`src/rtl/cpu_pkg.sv`:
```
// rtl/cpu_pkg.sv - shared CPU/loader constants: opcodes, loader states, error codes
// Purpose : opcode values (shared with the CPU decoder), the loader FSM state
//           encoding, the loader error codes and an opcode legality helper.
// Ports   : none (package).
package cpu_pkg;

  localparam logic [5:0] OP_RTYPE = 6'b111111;
  localparam logic [5:0] OP_ADDI  = 6'b110111;
  localparam logic [5:0] OP_BEQ   = 6'b111011;
  localparam logic [5:0] OP_ORI   = 6'b110010;
  localparam logic [5:0] OP_LUI   = 6'b110000;

  typedef enum logic [2:0] {
    S_IDLE  = 3'd0,
    S_LOAD  = 3'd1,
    S_WRITE = 3'd2,
    S_DONE  = 3'd3,
    S_ERR   = 3'd4
  } loader_state_e;

  localparam logic [1:0] ERR_NONE = 2'b00;
  localparam logic [1:0] ERR_OVF  = 2'b01;
  localparam logic [1:0] ERR_OPC  = 2'b10;

  function automatic logic op_is_legal(input logic [5:0] op);
    return (op == OP_RTYPE) || (op == OP_ADDI) || (op == OP_BEQ) ||
           (op == OP_ORI)   || (op == OP_LUI);
  endfunction

endpackage

```
`src/rtl/instr_mem_loader_if.sv`:
```
// rtl/instr_mem_loader_if.sv - byte-stream input and instruction-memory write bus
// Purpose : bundles the host byte link and the instruction memory write port.
// Signals : byte_valid_i/byte_data_i/byte_ready_o  host byte handshake
//           mem_we_o/mem_addr_o/mem_data_o         memory write port
// Modports: slave  - the loader (consumes bytes, drives memory writes)
//           master - the host/memory side
interface instr_mem_loader_if #(
  parameter int ADDR_W = 5
);

  logic              byte_valid_i;
  logic [7:0]        byte_data_i;
  logic              byte_ready_o;
  logic              mem_we_o;
  logic [ADDR_W-1:0] mem_addr_o;
  logic [31:0]       mem_data_o;

  modport slave (
    input  byte_valid_i,
    input  byte_data_i,
    output byte_ready_o,
    output mem_we_o,
    output mem_addr_o,
    output mem_data_o
  );

  modport master (
    output byte_valid_i,
    output byte_data_i,
    input  byte_ready_o,
    input  mem_we_o,
    input  mem_addr_o,
    input  mem_data_o
  );

endinterface

```
`src/rtl/instr_mem_loader_word_packer.sv`:
```
// rtl/instr_mem_loader_word_packer.sv - packs four big-endian bytes into a 32-bit word
// Purpose : byte shift register plus 2-bit byte index.
// Ports   : clk_i, rst_i      clock, synchronous active-high reset
//           clr_i             discard partial word and index
//           shift_i           a byte is accepted this cycle
//           byte_i            accepted byte
//           word_o            first three stored bytes followed by byte_i
//           word_valid_o      the 4th byte of a word is accepted this cycle
module word_packer (
  input  logic        clk_i,
  input  logic        rst_i,
  input  logic        clr_i,
  input  logic        shift_i,
  input  logic [7:0]  byte_i,
  output logic [31:0] word_o,
  output logic        word_valid_o
);

  // Only three bytes need storage; the fourth arrives on byte_i in the
  // cycle the word completes, so the loader can register it directly.
  logic [23:0] word_q, word_d;
  logic [1:0]  idx_q, idx_d;

  always_comb begin
    word_d = word_q;
    idx_d  = idx_q;
    if (clr_i) begin
      word_d = '0;
      idx_d  = '0;
    end else if (shift_i) begin
      word_d = {word_q[15:0], byte_i};
      idx_d  = idx_q + 2'd1;
    end
  end

  always_ff @(posedge clk_i) begin
    if (rst_i) begin
      word_q <= '0;
      idx_q  <= '0;
    end else begin
      word_q <= word_d;
      idx_q  <= idx_d;
    end
  end

  assign word_o       = {word_q, byte_i};
  assign word_valid_o = shift_i && (idx_q == 2'd3);

endmodule

```
`src/rtl/instr_mem_loader.sv`:
```
// rtl/instr_mem_loader.sv - byte-stream loader for the instruction memory
// Purpose : packs a host byte stream into 32-bit words, writes them from word 0,
//           holds the CPU in reset while loading and releases it once an
//           all-zero terminator word has been written.
// Option  : LOADER_OPCHECK_EN - reject non-zero words with an unknown opcode.
// Ports   : clk_i, rst_i      clock, synchronous active-high reset
//           start_i           begin a load (honoured in IDLE/DONE/ERR)
//           bus (slave)       byte handshake in, memory write port out
//           cpu_rst_n_o       CPU reset, high only in DONE
//           busy_o            loading or writing
//           done_o, err_o     terminal status levels
//           err_code_o        00 none, 01 overflow, 10 illegal opcode
//           words_o           words written including the terminator
module instr_mem_loader
  import cpu_pkg::*;
#(
  parameter int DEPTH  = 32,
  parameter int ADDR_W = 5
) (
  input  logic                clk_i,
  input  logic                rst_i,
  input  logic                start_i,
  instr_mem_loader_if.slave   bus,
  output logic                cpu_rst_n_o,
  output logic                busy_o,
  output logic                done_o,
  output logic                err_o,
  output logic [1:0]          err_code_o,
  output logic [ADDR_W:0]     words_o
);

  localparam logic [ADDR_W-1:0] LAST_ADDR = ADDR_W'(DEPTH - 1);

  loader_state_e     state_q;
  logic [ADDR_W-1:0] addr_q;
  logic [ADDR_W:0]   words_q;
  logic [1:0]        err_code_q;
  logic              done_q;
  logic              err_q;
  logic              cpu_rst_n_q;
  logic              busy_q;
  logic              ready_q;
  logic              mem_we_q;
  logic [ADDR_W-1:0] mem_addr_q;
  logic [31:0]       mem_data_q;

  logic        accept;
  logic        start_ok;
  logic [31:0] word;
  logic        word_valid;

  // ready_q is high exactly while in LOAD, so it doubles as the LOAD flag.
  assign accept   = bus.byte_valid_i && ready_q;
  assign start_ok = start_i && ((state_q == S_IDLE) || (state_q == S_DONE) ||
                                (state_q == S_ERR));

  word_packer u_packer (
    .clk_i       (clk_i),
    .rst_i       (rst_i),
    .clr_i       (start_ok),
    .shift_i     (accept),
    .byte_i      (bus.byte_data_i),
    .word_o      (word),
    .word_valid_o(word_valid)
  );

  always_ff @(posedge clk_i) begin
    if (rst_i) begin
      state_q     <= S_IDLE;
      addr_q      <= '0;
      words_q     <= '0;
      err_code_q  <= ERR_NONE;
      done_q      <= 1'b0;
      err_q       <= 1'b0;
      cpu_rst_n_q <= 1'b0;
      busy_q      <= 1'b0;
      ready_q     <= 1'b0;
      mem_we_q    <= 1'b0;
      mem_addr_q  <= '0;
      mem_data_q  <= '0;
    end else begin
      mem_we_q <= 1'b0;
      unique case (state_q)
        S_IDLE, S_DONE, S_ERR: begin
          if (start_i) begin
            state_q     <= S_LOAD;
            addr_q      <= '0;
            words_q     <= '0;
            err_code_q  <= ERR_NONE;
            done_q      <= 1'b0;
            err_q       <= 1'b0;
            cpu_rst_n_q <= 1'b0;
            busy_q      <= 1'b1;
            ready_q     <= 1'b1;
          end
        end

        S_LOAD: begin
          if (word_valid) begin
`ifdef LOADER_OPCHECK_EN
            if ((word != 32'd0) && !op_is_legal(word[31:26])) begin
              state_q    <= S_ERR;
              err_q      <= 1'b1;
              err_code_q <= ERR_OPC;
              busy_q     <= 1'b0;
              ready_q    <= 1'b0;
            end else begin
              state_q    <= S_WRITE;
              mem_we_q   <= 1'b1;
              mem_addr_q <= addr_q;
              mem_data_q <= word;
              ready_q    <= 1'b0;
            end
`else
            state_q    <= S_WRITE;
            mem_we_q   <= 1'b1;
            mem_addr_q <= addr_q;
            mem_data_q <= word;
            ready_q    <= 1'b0;
`endif
          end
        end

        S_WRITE: begin
          words_q <= words_q + 1'b1;
          // The terminator wins over overflow: a zero word in the last slot
          // is a complete program, not an overrun.
          if (mem_data_q == 32'd0) begin
            state_q     <= S_DONE;
            done_q      <= 1'b1;
            cpu_rst_n_q <= 1'b1;
            busy_q      <= 1'b0;
          end else if (addr_q == LAST_ADDR) begin
            state_q    <= S_ERR;
            err_q      <= 1'b1;
            err_code_q <= ERR_OVF;
            busy_q     <= 1'b0;
          end else begin
            state_q <= S_LOAD;
            addr_q  <= addr_q + 1'b1;
            ready_q <= 1'b1;
          end
        end

        default: begin
          state_q <= S_IDLE;
          busy_q  <= 1'b0;
          ready_q <= 1'b0;
        end
      endcase
    end
  end

  assign bus.byte_ready_o = ready_q;
  assign bus.mem_we_o     = mem_we_q;
  assign bus.mem_addr_o   = mem_addr_q;
  assign bus.mem_data_o   = mem_data_q;
  assign cpu_rst_n_o      = cpu_rst_n_q;
  assign busy_o           = busy_q;
  assign done_o           = done_q;
  assign err_o            = err_q;
  assign err_code_o       = err_code_q;
  assign words_o          = words_q;

endmodule

```
`src/flat_wrapper.sv`:
```
// flat-port wrapper written by rule: the top's interface ports become plain ports
module instr_mem_loader_flat import cpu_pkg::*;
#(
  parameter int DEPTH  = 32,
  parameter int ADDR_W = 5
)
  (clk_i, rst_i, start_i, cpu_rst_n_o, busy_o, done_o, err_o, err_code_o, words_o, bus_byte_valid_i, bus_byte_data_i, bus_byte_ready_o, bus_mem_we_o, bus_mem_addr_o, bus_mem_data_o);
  instr_mem_loader_if #(.ADDR_W(ADDR_W)) bus_i ();
  input  logic clk_i;
  input  logic rst_i;
  input  logic start_i;
  output logic cpu_rst_n_o;
  output logic busy_o;
  output logic done_o;
  output logic err_o;
  output logic [1:0] err_code_o;
  output logic [ADDR_W:0] words_o;
  input wire logic [$bits(bus_i.byte_valid_i)-1:0] bus_byte_valid_i;
  input wire logic [$bits(bus_i.byte_data_i)-1:0] bus_byte_data_i;
  output wire logic [$bits(bus_i.byte_ready_o)-1:0] bus_byte_ready_o;
  output wire logic [$bits(bus_i.mem_we_o)-1:0] bus_mem_we_o;
  output wire logic [$bits(bus_i.mem_addr_o)-1:0] bus_mem_addr_o;
  output wire logic [$bits(bus_i.mem_data_o)-1:0] bus_mem_data_o;
  assign bus_i.byte_valid_i = bus_byte_valid_i;
  assign bus_i.byte_data_i = bus_byte_data_i;
  assign bus_byte_ready_o = bus_i.byte_ready_o;
  assign bus_mem_we_o = bus_i.mem_we_o;
  assign bus_mem_addr_o = bus_i.mem_addr_o;
  assign bus_mem_data_o = bus_i.mem_data_o;
  instr_mem_loader #(.DEPTH(DEPTH), .ADDR_W(ADDR_W)) u_core (.clk_i(clk_i), .rst_i(rst_i), .start_i(start_i), .bus(bus_i), .cpu_rst_n_o(cpu_rst_n_o), .busy_o(busy_o), .done_o(done_o), .err_o(err_o), .err_code_o(err_code_o), .words_o(words_o));
endmodule
```
`config.mk`:
```
export PLATFORM = sky130hd
export DESIGN_NAME = instr_mem_loader_flat
export DESIGN_NICKNAME = d
export VERILOG_FILES = /design/src/rtl/cpu_pkg.sv /design/src/rtl/instr_mem_loader_if.sv /design/src/rtl/instr_mem_loader_word_packer.sv /design/src/rtl/instr_mem_loader.sv /design/src/flat_wrapper.sv
export SDC_FILE = /design/constraint.sdc
export NUM_CORES = 1
export LEC_CHECK = 0
export ABC_CLOCK_PERIOD_IN_PS = 4800
export CORE_UTILIZATION = 50
export DETAILED_ROUTE_END_ITERATION = 7
export PLACE_DENSITY = 0.84
export SYNTH_ARGS = -nofsm -noshare
export SYNTH_HDL_FRONTEND = slang
export SYNTH_SLANG_ARGS = --single-unit
export TNS_END_PERCENT = 1
```
`constraint.sdc`:
```
create_clock -name clk_i -period 4.8 [get_ports clk_i]
set_clock_uncertainty 0.15 [all_clocks]
set_input_delay 0.72 -clock clk_i [delete_from_list [all_inputs] [get_ports clk_i]]
set_output_delay 0.72 -clock clk_i [all_outputs]
set_load 0.05 [all_outputs]
```
After elaboration in Yosys (flattened, before gate mapping). Index checks and enable logic that the tools add are counted.

Flip-flop bits (word level): 84. Logic and storage cells: 79. Input bits: 12. Output and inout port bits: 51.

Reductions and logical operators: 19. Eq/ne operators: 13. Muxes and demuxes: 30. Add/sub/neg operators: 3. Bitwise logic cells: 1.

Operator list (number): $logic_not A32 Y1 (1); $mux W5 (3); $mux W3 (4); $pmux W6 S2 (1); $reduce_and A4 Y1 (3); $mux W1 (11); $pmux W5 S2 (1); $pmux W3 S3 (1); $ne A2 B2 Y1 const B (4); $add A6 B1 Y6 const B (1); $eq A3 B2 Y1 const B (2); $mux W2 (3); $mux W6 (1); $pmux W1 S3 (2); $reduce_and A2 Y1 (3); $reduce_and A3 Y1 (2); $add A5 B1 Y5 const B (1); $eq A5 B5 Y1 const B (1); $ne A2 B1 Y1 const B (2); $pmux W1 S2 (2); $pmux W2 S2 (1); $reduce_or A2 Y1 (2); $eq A3 B1 Y1 const B (1); $eq A3 B3 Y1 const B (1); 9 further kinds (12).

Depth between registers and ports, before layout. Gate-level depths: netlist of run 1.

Depth after elaboration: 5. Gate-level depth with buffers: 8. Depth with buffers taken out: 7.

By module. A second synthesis of run 1 with hierarchy kept.

Cell total of the unflattened synthesis: 381. Area total of the unflattened synthesis: 3338.2 sq um.

By module, submodules not included: instr_mem_loader (times used 1, area each 2298.5 sq um, cells an instance 286, sequential area each 1121.1 sq um); word_packer (times used 1, area each 1039.7 sq um, cells an instance 95, sequential area each 520.5 sq um).

Worst setup path before layout of run 1. OpenSTA, ideal clock, no wires.

Path type: input-to-reg. Start: input port bus_byte_valid_i. End: register u_core.mem_data_q[12], in the netlist u_core.bus.mem_data_o[12]. Cell stages on the path: 8. Path slack: 2.770 ns. Path buffers: 3. Library setup time: 0.070 ns. Data required time: 4.580 ns. Arrival time: 1.810 ns. Cell sequence: and2_1 > buf_2 > and3_1 > nand2_1 > buf_2 > buf_2 > nand2_1 > a21oi_1.

Cells in the longest elaborated chain, start to end: 3.

RTL lines: start: declaration (line flat_wrapper.sv:18) `input wire logic [$bits(bus_i.byte_valid_i)-1:0] bus_byte_valid_i;`; $logic_and A1 B1 Y1 (line instr_mem_loader.sv:53) `assign accept = bus.byte_valid_i && ready_q;`; $logic_and A1 B1 Y1 (line instr_mem_loader_word_packer.sv:47) `assign word_valid_o = shift_i && (idx_q == 2'd3);`; $reduce_and A2 Y1 (no line); end signal: assignment (line instr_mem_loader.sv:118) `mem_data_q <= word;`; end: declaration (line instr_mem_loader.sv:45) `logic [31:0] mem_data_q;`.

No other way between the ends. A chain may end at the register's enable or synchronous reset.

Final worst setup path of run 1.
Start: input port bus_byte_valid_i. End: register u_core.mem_data_q[3], in the netlist u_core.bus.mem_data_o[3].

Same word-level chain as after synthesis.

==> key figures, run 1 <==
CTS
  – Post CTS Setup Buffer Count: 0
  – CTS tree: built
  – Clock-pin slew on the worst setup and hold paths: 0.08 ns
  – Inserted Clock Buffers: 9
  – H-tree levels: 3
  – Clock tree buffer depth: 2
  – Worst skew pair latency: 0.36 ns
  – CTS root buffer: clkbuf_8
  – # hold bufs at CTS: 0
  – Num Clock Sinks: 82
  – Post-cts sizing count: 0

Worst setup path
  – Crit Path Max Fanout: 27
  – CP endpoint kind: flip-flop
  – Kind of critical path: input pin to flip-flop
  – Worst Path Arrival: 2.90 ns
  – Worst Setup Start Kind: input pin
  – Worst path required time: 4.93 ns

STA
  – F_max: 361 MHz
  – Least-Margin Pin Slew: 0.921 ns
  – Final hold vios: 0
  – Unrepaired setup endpoints after global routing: false
  – Final period util: 57.7%
  – Worst hold slack: 0.308 ns
  – Relative slew slack: 38.6%
  – Post-layout min period: 2.77 ns
  – Slew Limit Fails: 0
  – Setup Viol. Count Final: 0
  – Setup Total Neg Slack: 0 ns

Power and ir drop
  – Int Power: 0.00102 W
  – Leakage: 1.36 nW
  – Reported net switching power: 0.000303 W
  – Maximum vdd ir drop: 0.196 mV
  – Share of power burned in the clock network: 42.8%
  – Part of the power in combinational logic: 4.9%
  – Switching share of power: 22.9%
  – Pwr/cell area: 327 nW/um^2
  – Pwr Total: 0.00132 W
  – Fraction of power consumed by sequential logic: 52.3%

Layout
  – Total Nets Final: 469
  – Area delta synth->final: 24.9%
  – Diode count: 0
  – Share of cells above drive strength 1: 5.68%
  – FILL cells: 519
  – FF/Latch Area: 1640 um^2
  – Core Util, Final: 66.6%
  – Area occupied by multi-input gates: 1430 um^2

Synth
  – Post-synth EDFFs: 0
  – Area of the mapped netlist: 3230 um^2
  – Fraction of registers with async set/reset: 0%
  – Most numerous cell in the Yosys netlist: nand2_1
  – Yosys warning count: 0
  – Syn Inst Count: 407
  – Main synth FF type: dfxtp_1
  – Register bit total from synthesis: 82
  – Synth top area share: 50.8%
  – Post-synth top area cell: dfxtp_1
  – Synth cell types: 42
  – Synth top cells by count: 135 x nand2_1, 82 x dfxtp_1, 70 x a21oi_1, 16 x nor2_1, 13 x clkbuf_1
  – Post-Syn Nets: 423
  – Synth top area cells: dfxtp_1 51%, nand2_1 16%, a21oi_1 11%
  – Register area share after synthesis: 50.8%
  – Synth Area per Inst: 7.94 um^2

Drt
  – Wire per inst: 14.4 um
  – Initial detailed-routing violation count: 173
  – Drt pass-1 iters: 5
  – Remaining antenna violation count after routing: 0
  – Final WL: 7.68 mm
  – Vias post-DR: 2,965
  – DR vias/cell: 5.56
  – Post-route DRC: 0

Global routing
  – Antenna violations before repair: 0
  – Vias in the first global route: 2,701
  – Largest net degree at the start of global routing: 30
  – Global-route wire length before repair: 12.3 mm
  – GRT Total Usage: 24.3%
  – Gr ovfl total: 0

Floorplan
  – Ports: 63
  – Die height: 82.4 um
  – Rows: 28
  – Core area: 6060 um^2
  – Die area: 6790 um^2
  – Die Span X: 82.4 um
  – Starting Density: 53.3%

Place
  – Post-DP HPWL: 5.25 mm
  – Placer's final routability congestion estimate: 0.819
  – Count of input and output buffers: 61

Worst hold path
  – Worst Hold Class: flip-flop to flip-flop

Job
  – # Max-Cap Violations: 0

Status
  – Status: complete, no violations
cell type report:
cell class	instances	share of cell area [%]
clock buffers	11	3.50
clock inverters	5	2.14
inverters	1	0.0930
multi-input cells	294	35.5
flip-flops and latches	82	40.7
well taps	75	2.33
repair buffers	65	15.8
path summary, 6_finish.rpt:
check                                start                  endpoint  slack, ns  cells past startpoint
hold reg to reg   u_core.bus.mem_addr_o[1]  u_core.bus.mem_addr_o[1]       0.31                      2
setup reg to reg   u_core.bus.byte_ready_o  u_core.bus.mem_data_o[3]       2.44                      7
setup / recovery          bus_byte_valid_i  u_core.bus.mem_data_o[3]       2.03                      8
hold / removal    u_core.bus.mem_addr_o[1]  u_core.bus.mem_addr_o[1]       0.31                      2
cells by family after synthesis:
family | share of synthesized area, %
AO/OA/AOI/OAI | 15.9
XOR/XNOR | 0.271
adder cells (fa/ha/maj) | 1.55
buffers and inverters | 4.88
flip-flops | 50.8
multiplexers | 0.774
other | 0.116
AND/OR/NAND/NOR | 25.7
critical path, stage by stage:
cell and delay (ns):
clkdlybuf4s50_1 0.50, and2_1 0.13, buf_4 0.27, and3_1 0.21
and2_1 0.48, buf_4 0.35, nand2_1 0.09, a21oi_1 0.14
per-layer routing:
| layer | vias up | part of all wire (%) | global-route usage [%] |
|---|---|---|---|
| met4 | 0 | 2.2 | 13.3 |
| met3 | 16 | 4.2 | 3.85 |
| met1 | 1405 | 43 | 29.9 |
| met5 | - | 0 | 0 |
| li1 | 1454 | - | - |
| met2 | 90 | 50 | 40.6 |
per-stage QoR:
stage / setup WS, ns / area [um^2] / cells
floorplan: 2.77 / 3230 / 407
global placement: 1.77 / 3810 / 517
detailed placement: 1.69 / 3810 / 517
CTS: 2.04 / 4040 / 533
global route: 1.84 / 4040 / 533
finish: 2.03 / 4040 / 533
flip-flops by register name (all words and copies together) (netlist names):
register,count
u_core.bus.mem_data_o,32
u_core.u_packer.word_q,24
u_core.words_o,6
u_core.addr_q,5
u_core.bus.mem_addr_o,5
u_core.state_q,3
u_core.u_packer.idx_q,2
u_core.bus.byte_ready_o,1
u_core.bus.mem_we_o,1
u_core.busy_o,1
u_core.done_o,1
u_core.err_code_o,1
power by group through the flow:
| stage | Combinational (W) | Clock (W) | Sequential (W) |
|---|---|---|---|
| finish | 0.0000651 | 0.000564 | 0.000690 |
| global route | 0.0000711 | 0.000600 | 0.000691 |
| CTS | 0.0000646 | 0.000571 | 0.000690 |
| detailed placement | 0.0000640 | 0 | 0.000706 |
| global placement | 0.0000633 | 0 | 0.000705 |
| floorplan | 0.0000408 | 0 | 0.000709 |
layout by cell type (no fill, tap or decap), drive strengths merged, types with 2 or more instances in the layout:
cell           count
o21ai              7
clkinv             2
or3b               2
clkbuf            11
a22oi              2
a311oi             2
a22o               2
a31oi              4
nand2            135
a21oi             70
nand3              8
nor3               4
nand4              3
inv                2
and3               3
buf                5
nand3b             2
bufinv             2
and2               4
clkdlybuf4s50     60
dfxtp             82
nor4               8
or2                2
ha                 4
nor2              16
No activity file was read; power rests on OpenSTA's default activity.
==> run 2: changes to the inputs <==
--- a/config.mk
+++ b/config.mk
@@ -5,10 +5,10 @@
 export SDC_FILE = /design/constraint.sdc
 export NUM_CORES = 1
 export LEC_CHECK = 0
-export ABC_CLOCK_PERIOD_IN_PS = 4800
-export CORE_UTILIZATION = 50
+export ABC_CLOCK_PERIOD_IN_PS = 2400
+export CORE_UTILIZATION = 46
 export DETAILED_ROUTE_END_ITERATION = 7
-export PLACE_DENSITY = 0.84
+export PLACE_DENSITY = 0.81
 export SYNTH_ARGS = -nofsm -noshare
 export SYNTH_HDL_FRONTEND = slang
 export SYNTH_SLANG_ARGS = --single-unit
==> constraint.sdc (replaced) <==
create_clock -name clk_i -period 2.4 [get_ports clk_i]
set_clock_uncertainty 0.15 [all_clocks]
set_input_delay 0.36 -clock clk_i [delete_from_list [all_inputs] [get_ports clk_i]]
set_output_delay 0.36 -clock clk_i [all_outputs]
set_load 0.05 [all_outputs]
==> key figures, run 2 (synthesis results as in run 1) <==
Status
  – Status: complete, no violations

CTS
  – CTS root buffer: clkbuf_8
  – H-tree levels: 3 (unchanged)
  – Post-cts sizing count: 0 (unchanged)
  – Inserted Clock Buffers: 9 (unchanged)
  – Clock-pin slew on the worst setup and hold paths: 0.08 ns (about the same)
  – Worst skew pair latency: 0.35 ns (about the same)
  – Post CTS Setup Buffer Count: 0 (unchanged)
  – Num Clock Sinks: 82 (unchanged)
  – Clock tree buffer depth: 2 (unchanged)
  – # hold bufs at CTS: 0 (unchanged)
  – CTS tree: built

Drt
  – Vias post-DR: 2,972 (+0.24%)
  – Post-route DRC: 0 (unchanged)
  – Remaining antenna violation count after routing: 0 (unchanged)
  – Drt pass-1 iters: 4 (-1)
  – Final WL: 7.48 mm (-2.6%)
  – Initial detailed-routing violation count: 207 (+20%)
  – Wire per inst: 13.4 um (-7.3%)
  – DR vias/cell: 5.31 (-4.6%)

Worst setup path
  – Slowest-stage cell, CP: dfxtp_1
  – CP endpoint kind: flip-flop
  – Crit Path Max Fanout: 7 (-74%)
  – Worst Path Arrival: 2.25 ns (-0.65 ns)
  – Worst Setup SP: u_core.addr_q[0]
  – Critical Path Max Stage Delay: 0.36 ns (-0.14 ns)
  – Worst path required time: 2.50 ns (-2.43 ns)
  – Kind of critical path: flip-flop to flip-flop
  – CP Cell Sequence: ha_1 > and3_1 > ha_1 > a31oi_1 > and2_1 > nand2_1 > a221oi_1
  – Worst reg2reg path startpoint: u_core.addr_q[0]
  – Worst Setup Start Kind: flip-flop
  – Top cell by count, worst path: ha_1

Layout
  – Total Nets Final: 475 (+1.3%)
  – FILL cells: 618 (+19%)
  – Commonest non-fill, non-tap cell in the layout: nand2_1
  – Share of cells above drive strength 1: 6.68% (+1.0 points)
  – Fin cells: 560 (+5.1%)
  – Diode count: 0 (unchanged)
  – Area occupied by multi-input gates: 1430 um^2 (unchanged)
  – Area delta synth->final: 26.2%
  – Final Cell Area: 4080 um^2 (+1.1%)
  – FF/Latch Area: 1640 um^2 (unchanged)
  – Commonest cells after routing, fill and taps aside: 135 x nand2_1, 82 x dfxtp_1, 70 x a21oi_1
  – Max reg flops: 32 (unchanged)

Floorplan
  – Die Span X: 85.8 um (+4.2%)
  – Die area: 7370 um^2 (+8.5%)
  – Starting Density: 47.6% (-5.8 points)
  – Die height: 85.8 um (+4.2%)
  – Ports: 63 (unchanged)
  – Rows: 30 (+7.1%)
  – Core area: 6790 um^2 (+12%)

STA
  – Relative slew slack: 64.6% (+26 points)
  – Setup Total Neg Slack: 0 ns (unchanged)
  – F_max: 465 MHz
  – Post-layout min period: 2.15 ns
  – Slew Limit Fails: 0 (unchanged)
  – Final worst setup slack: 0.250 ns (-1.78 ns)
  – Setup Viol. Count Final: 0 (unchanged)
  – Least-Margin Pin Slew: 0.530 ns (-0.391 ns)
  – Unrepaired setup endpoints after global routing: false
  – Final period util: 89.6%
  – Final hold vios: 0 (unchanged)

Place
  – Count of input and output buffers: 61 (unchanged)
  – Dpl cell area: 3890 um^2 (+2.2%)
  – Placer's final routability congestion estimate: 0.858 (+4.7%)
  – Setup Slack @ Placement: 0.271 ns (-1.41 ns)
  – Post-DP HPWL: 5.26 mm (+0.21%)
  – DP Cell Count: 544 (+5.2%)

Global routing
  – Gr ovfl total: 0 (unchanged)
  – Largest net degree at the start of global routing: 31 (+3.3%)
  – Global-route wire length before repair: 12.4 mm (+0.89%)
  – GRT Total Usage: 21.4% (-3.0 points)
  – Antenna violations before repair: 0 (unchanged)
  – Vias in the first global route: 2,670 (-1.1%)

Power and ir drop
  – Pwr/cell area: 606 nW/um^2 (+85%)
  – Leakage: 1.37 nW (+0.49%)
  – Maximum vdd ir drop: 0.452 mV (+130%)

Job
  – # Max-Cap Violations: 0 (unchanged)

Worst hold path
  – Worst Min Path Start: rst_i
  – Worst Hold Class: input pin to flip-flop
## run 2: cell types whose count changed in the layout (fill, tap and decap cells not counted)
cell,change
clkinv_4,-2
buf_12,+1
clkinvlp_4,+2
clkbuf_1,+1
inv_6,-1
bufinv_16,-1
clkbuf_8,-1
clkinv_2,+2
buf_4,+5
## run 2: stage by stage
step                utilization (%)  total power, W  hold slack, ns
floorplan                         -         0.00150           0.282
global placement               57.3         0.00155           0.295
detailed placement             57.3         0.00155           0.300
CTS                            60.0         0.00249           0.253
global route                   60.0         0.00257           0.282
finish                         60.0         0.00247           0.266
## run 2: metal layers
metal	GRT usage (%)	part of all wire, %	vias up
li1	-	-	1470
met1	27.9	45	1421
met2	34.0	49	74
met3	5.10	5.6	7
met4	8.94	1.1	0
met5	0	0	-
## run 2: power by group
group	internal (W)	switching (W)
Sequential	0.00137	0.0000110
Combinational	0.0000465	0.0000910
Clock	0.000478	0.000476
## run 2: path summary, 6_finish.rpt
check	slack (ns)	cells past startpoint	end
setup reg to reg	0.25	7	u_core.busy_o
hold reg to reg	0.30	2	u_core.bus.mem_data_o[25]
hold / removal	0.27	2	u_core.state_q[0]
setup / recovery	0.25	7	u_core.busy_o
## run 2: cell type report
type / instances / area share (%)
inverters: 1 / 0.0921
clock inverters: 5 / 1.35
flip-flops and latches: 82 / 40.3
multi-input cells: 294 / 35.1
repair buffers: 71 / 17.0
well taps: 96 / 2.95
clock buffers: 11 / 3.22
## run 2: worst max-delay path: cells and delay by family (launching register included)
kind                     cells  cell delay [ns]
adder cells (fa/ha/maj)      2             0.46
flip-flops                   1             0.36
AND/OR/NAND/NOR              3             0.58
AO/OA/AOI/OAI                2             0.51
==> run 3: changes to the inputs <==
--- a/config.mk
+++ b/config.mk
@@ -6,6 +6,7 @@
 export NUM_CORES = 1
 export LEC_CHECK = 0
 export ABC_CLOCK_PERIOD_IN_PS = 2400
+export CORE_ASPECT_RATIO = 1.25
 export CORE_UTILIZATION = 46
 export DETAILED_ROUTE_END_ITERATION = 7
 export PLACE_DENSITY = 0.81
==> key figures, run 3 (synthesis results as in run 1) <==
Status
  – Status: complete, no violations

Layout
  – Area delta synth->final: 26.9%
  – Total Nets Final: 473 (-0.42%)
  – Max reg flops: 32 (unchanged)
  – Diode count: 0 (unchanged)
  – Commonest cells after routing, fill and taps aside: 135 x nand2_1, 82 x dfxtp_1, 70 x a21oi_1
  – Commonest non-fill, non-tap cell in the layout: nand2_1
  – Fin cells: 549 (-2.0%)
  – Share of cells above drive strength 1: 6.71% (+0.029 points)

Worst setup path
  – Crit Path Max Fanout: 7 (unchanged)
  – Worst Setup SP: u_core.addr_q[0]
  – Worst path required time: 2.50 ns (about the same)
  – R2R depth: 7 (unchanged)
  – Worst Path Arrival: 2.24 ns (about the same)
  – Worst Setup Start Kind: flip-flop
  – CP endpoint kind: flip-flop
  – Worst reg2reg path startpoint: u_core.addr_q[0]
  – Kind of critical path: flip-flop to flip-flop

Floorplan
  – Core area: 6690 um^2 (-1.5%)
  – Die Span X: 77.0 um (-10%)
  – Starting Density: 48.3% (+0.75 points)
  – Die area: 7370 um^2 (about the same)
  – Ports: 63 (unchanged)
  – Die height: 95.7 um (+12%)
  – Rows: 33 (+10%)

STA
  – Final period util: 88.9% (-0.67 points)
  – Post-layout min period: 2.13 ns (-0.0162 ns)
  – Worst hold slack: 0.260 ns (-0.00550 ns)
  – Relative slew slack: 64.3% (-0.28 points)
  – Least-Margin Pin Slew: 0.534 ns (+0.00417 ns)
  – Setup Viol. Count Final: 0 (unchanged)
  – Slew Limit Fails: 0 (unchanged)
  – Setup Total Neg Slack: 0 ns (unchanged)
  – Final hold vios: 0 (unchanged)
  – Unrepaired setup endpoints after global routing: false
  – Final worst setup slack: 0.266 ns (+0.0162 ns)
  – F_max: 469 MHz (+0.76%)

Drt
  – Final WL: 7.84 mm (+4.8%)
  – Wire per inst: 14.3 um (+6.9%)
  – Drt pass-1 iters: 4 (unchanged)
  – Post-route DRC: 0 (unchanged)
  – Remaining antenna violation count after routing: 0 (unchanged)
  – Initial detailed-routing violation count: 228 (+10%)
  – DR vias/cell: 5.43 (+2.3%)
  – Vias post-DR: 2,982 (+0.34%)

Global routing
  – Global-route wire length before repair: 12.5 mm (+0.44%)
  – Vias in the first global route: 2,679 (+0.34%)
  – GRT Total Usage: 21.6% (+0.27 points)
  – Gr ovfl total: 0 (unchanged)
  – Antenna violations before repair: 0 (unchanged)
  – Largest net degree at the start of global routing: 39 (+26%)

Place
  – Placer's final routability congestion estimate: 0.824 (-4.0%)
  – DP Cell Count: 533 (-2.0%)
  – Count of input and output buffers: 61 (unchanged)
  – Setup Slack @ Placement: 0.306 ns (+0.0345 ns)
  – Post-DP HPWL: 5.45 mm (+3.7%)

CTS
  – Clock-pin slew on the worst setup and hold paths: 0.08 ns (about the same)
  – Worst skew pair latency: 0.35 ns (about the same)
  – Post-cts sizing count: 0 (unchanged)
  – # hold bufs at CTS: 0 (unchanged)
  – CTS root buffer: clkbuf_8
  – Clock tree buffer depth: 2 (unchanged)
  – Post CTS Setup Buffer Count: 0 (unchanged)
  – CTS tree: built
  – Num Clock Sinks: 82 (unchanged)
  – H-tree levels: 3 (unchanged)
  – Inserted Clock Buffers: 9 (unchanged)

Worst hold path
  – Worst Min Path Start: rst_i
  – Worst Hold Class: input pin to flip-flop
  – Hold Path Stages: 2 (unchanged)

Power and ir drop
  – Leakage: 1.38 nW (+1.1%)
  – Pwr/cell area: 644 nW/um^2 (+6.3%)
  – Maximum vdd ir drop: 0.360 mV (-20%)
  – Pwr Total: 0.00264 W (+6.9%)

Job
  – # Max-Cap Violations: 0 (unchanged)
## run 3: cell types whose count changed in the layout (fill, tap and decap cells not counted), sizes merged
cell    previous run  this run
buf               11         9
clkbuf            11         9
inv                1         3
bufinv             1         2
clkinv             2         1
## run 3: routing by layer
layer	track usage [%]	routed length, um	share of wire, %	up-vias
met5	0	0	0	-
met4	12.7	251	3.2	0
met3	3.32	344	4.4	25
met2	37.6	3980	51	92
met1	25.5	3270	42	1404
li1	-	-	-	1461
## run 3: critical path, cell delays in order (launching register included)
cell	delay, ns
dfxtp_1	0.36
ha_1	0.24
and3_1	0.19
ha_1	0.20
a31oi_1	0.21
and2_1	0.30
nand2_1	0.09
a221oi_1	0.29
## run 3: where the power goes
group          internal, W  total (W)  switching [W]
Combinational    0.0000465   0.000138      0.0000913
Sequential         0.00137    0.00138      0.0000109
Clock             0.000595    0.00112       0.000530
## run 3: metrics by stage
step / util [%] / instance area [um^2]
2_1_floorplan: - / 3230
3_3_place_gp: 58.0 / 3880
3_5_place_dp: 58.0 / 3880
4_1_cts: 61.3 / 4100
5_1_grt: 61.3 / 4100
6_report: 61.3 / 4100
## run 3: cell type report
class / instances / area, um^2
Fill cell: 602 / 2590
Clock inverter: 7 / 100
Sequential cell: 82 / 1640
Timing Repair Buffer: 69 / 691
Tap cell: 87 / 109
Multi-Input combinational cell: 294 / 1430
Clock buffer: 9 / 124
Inverter: 1 / 3.75
## run 3: worst paths after layout
| path | end | slack, ns |
|---|---|---|
| setup reg to reg | u_core.busy_o | 0.27 |
| hold reg to reg | u_core.bus.mem_addr_o[3] | 0.31 |
| setup / recovery | u_core.busy_o | 0.27 |
| hold / removal | u_core.err_code_o[0] | 0.26 |
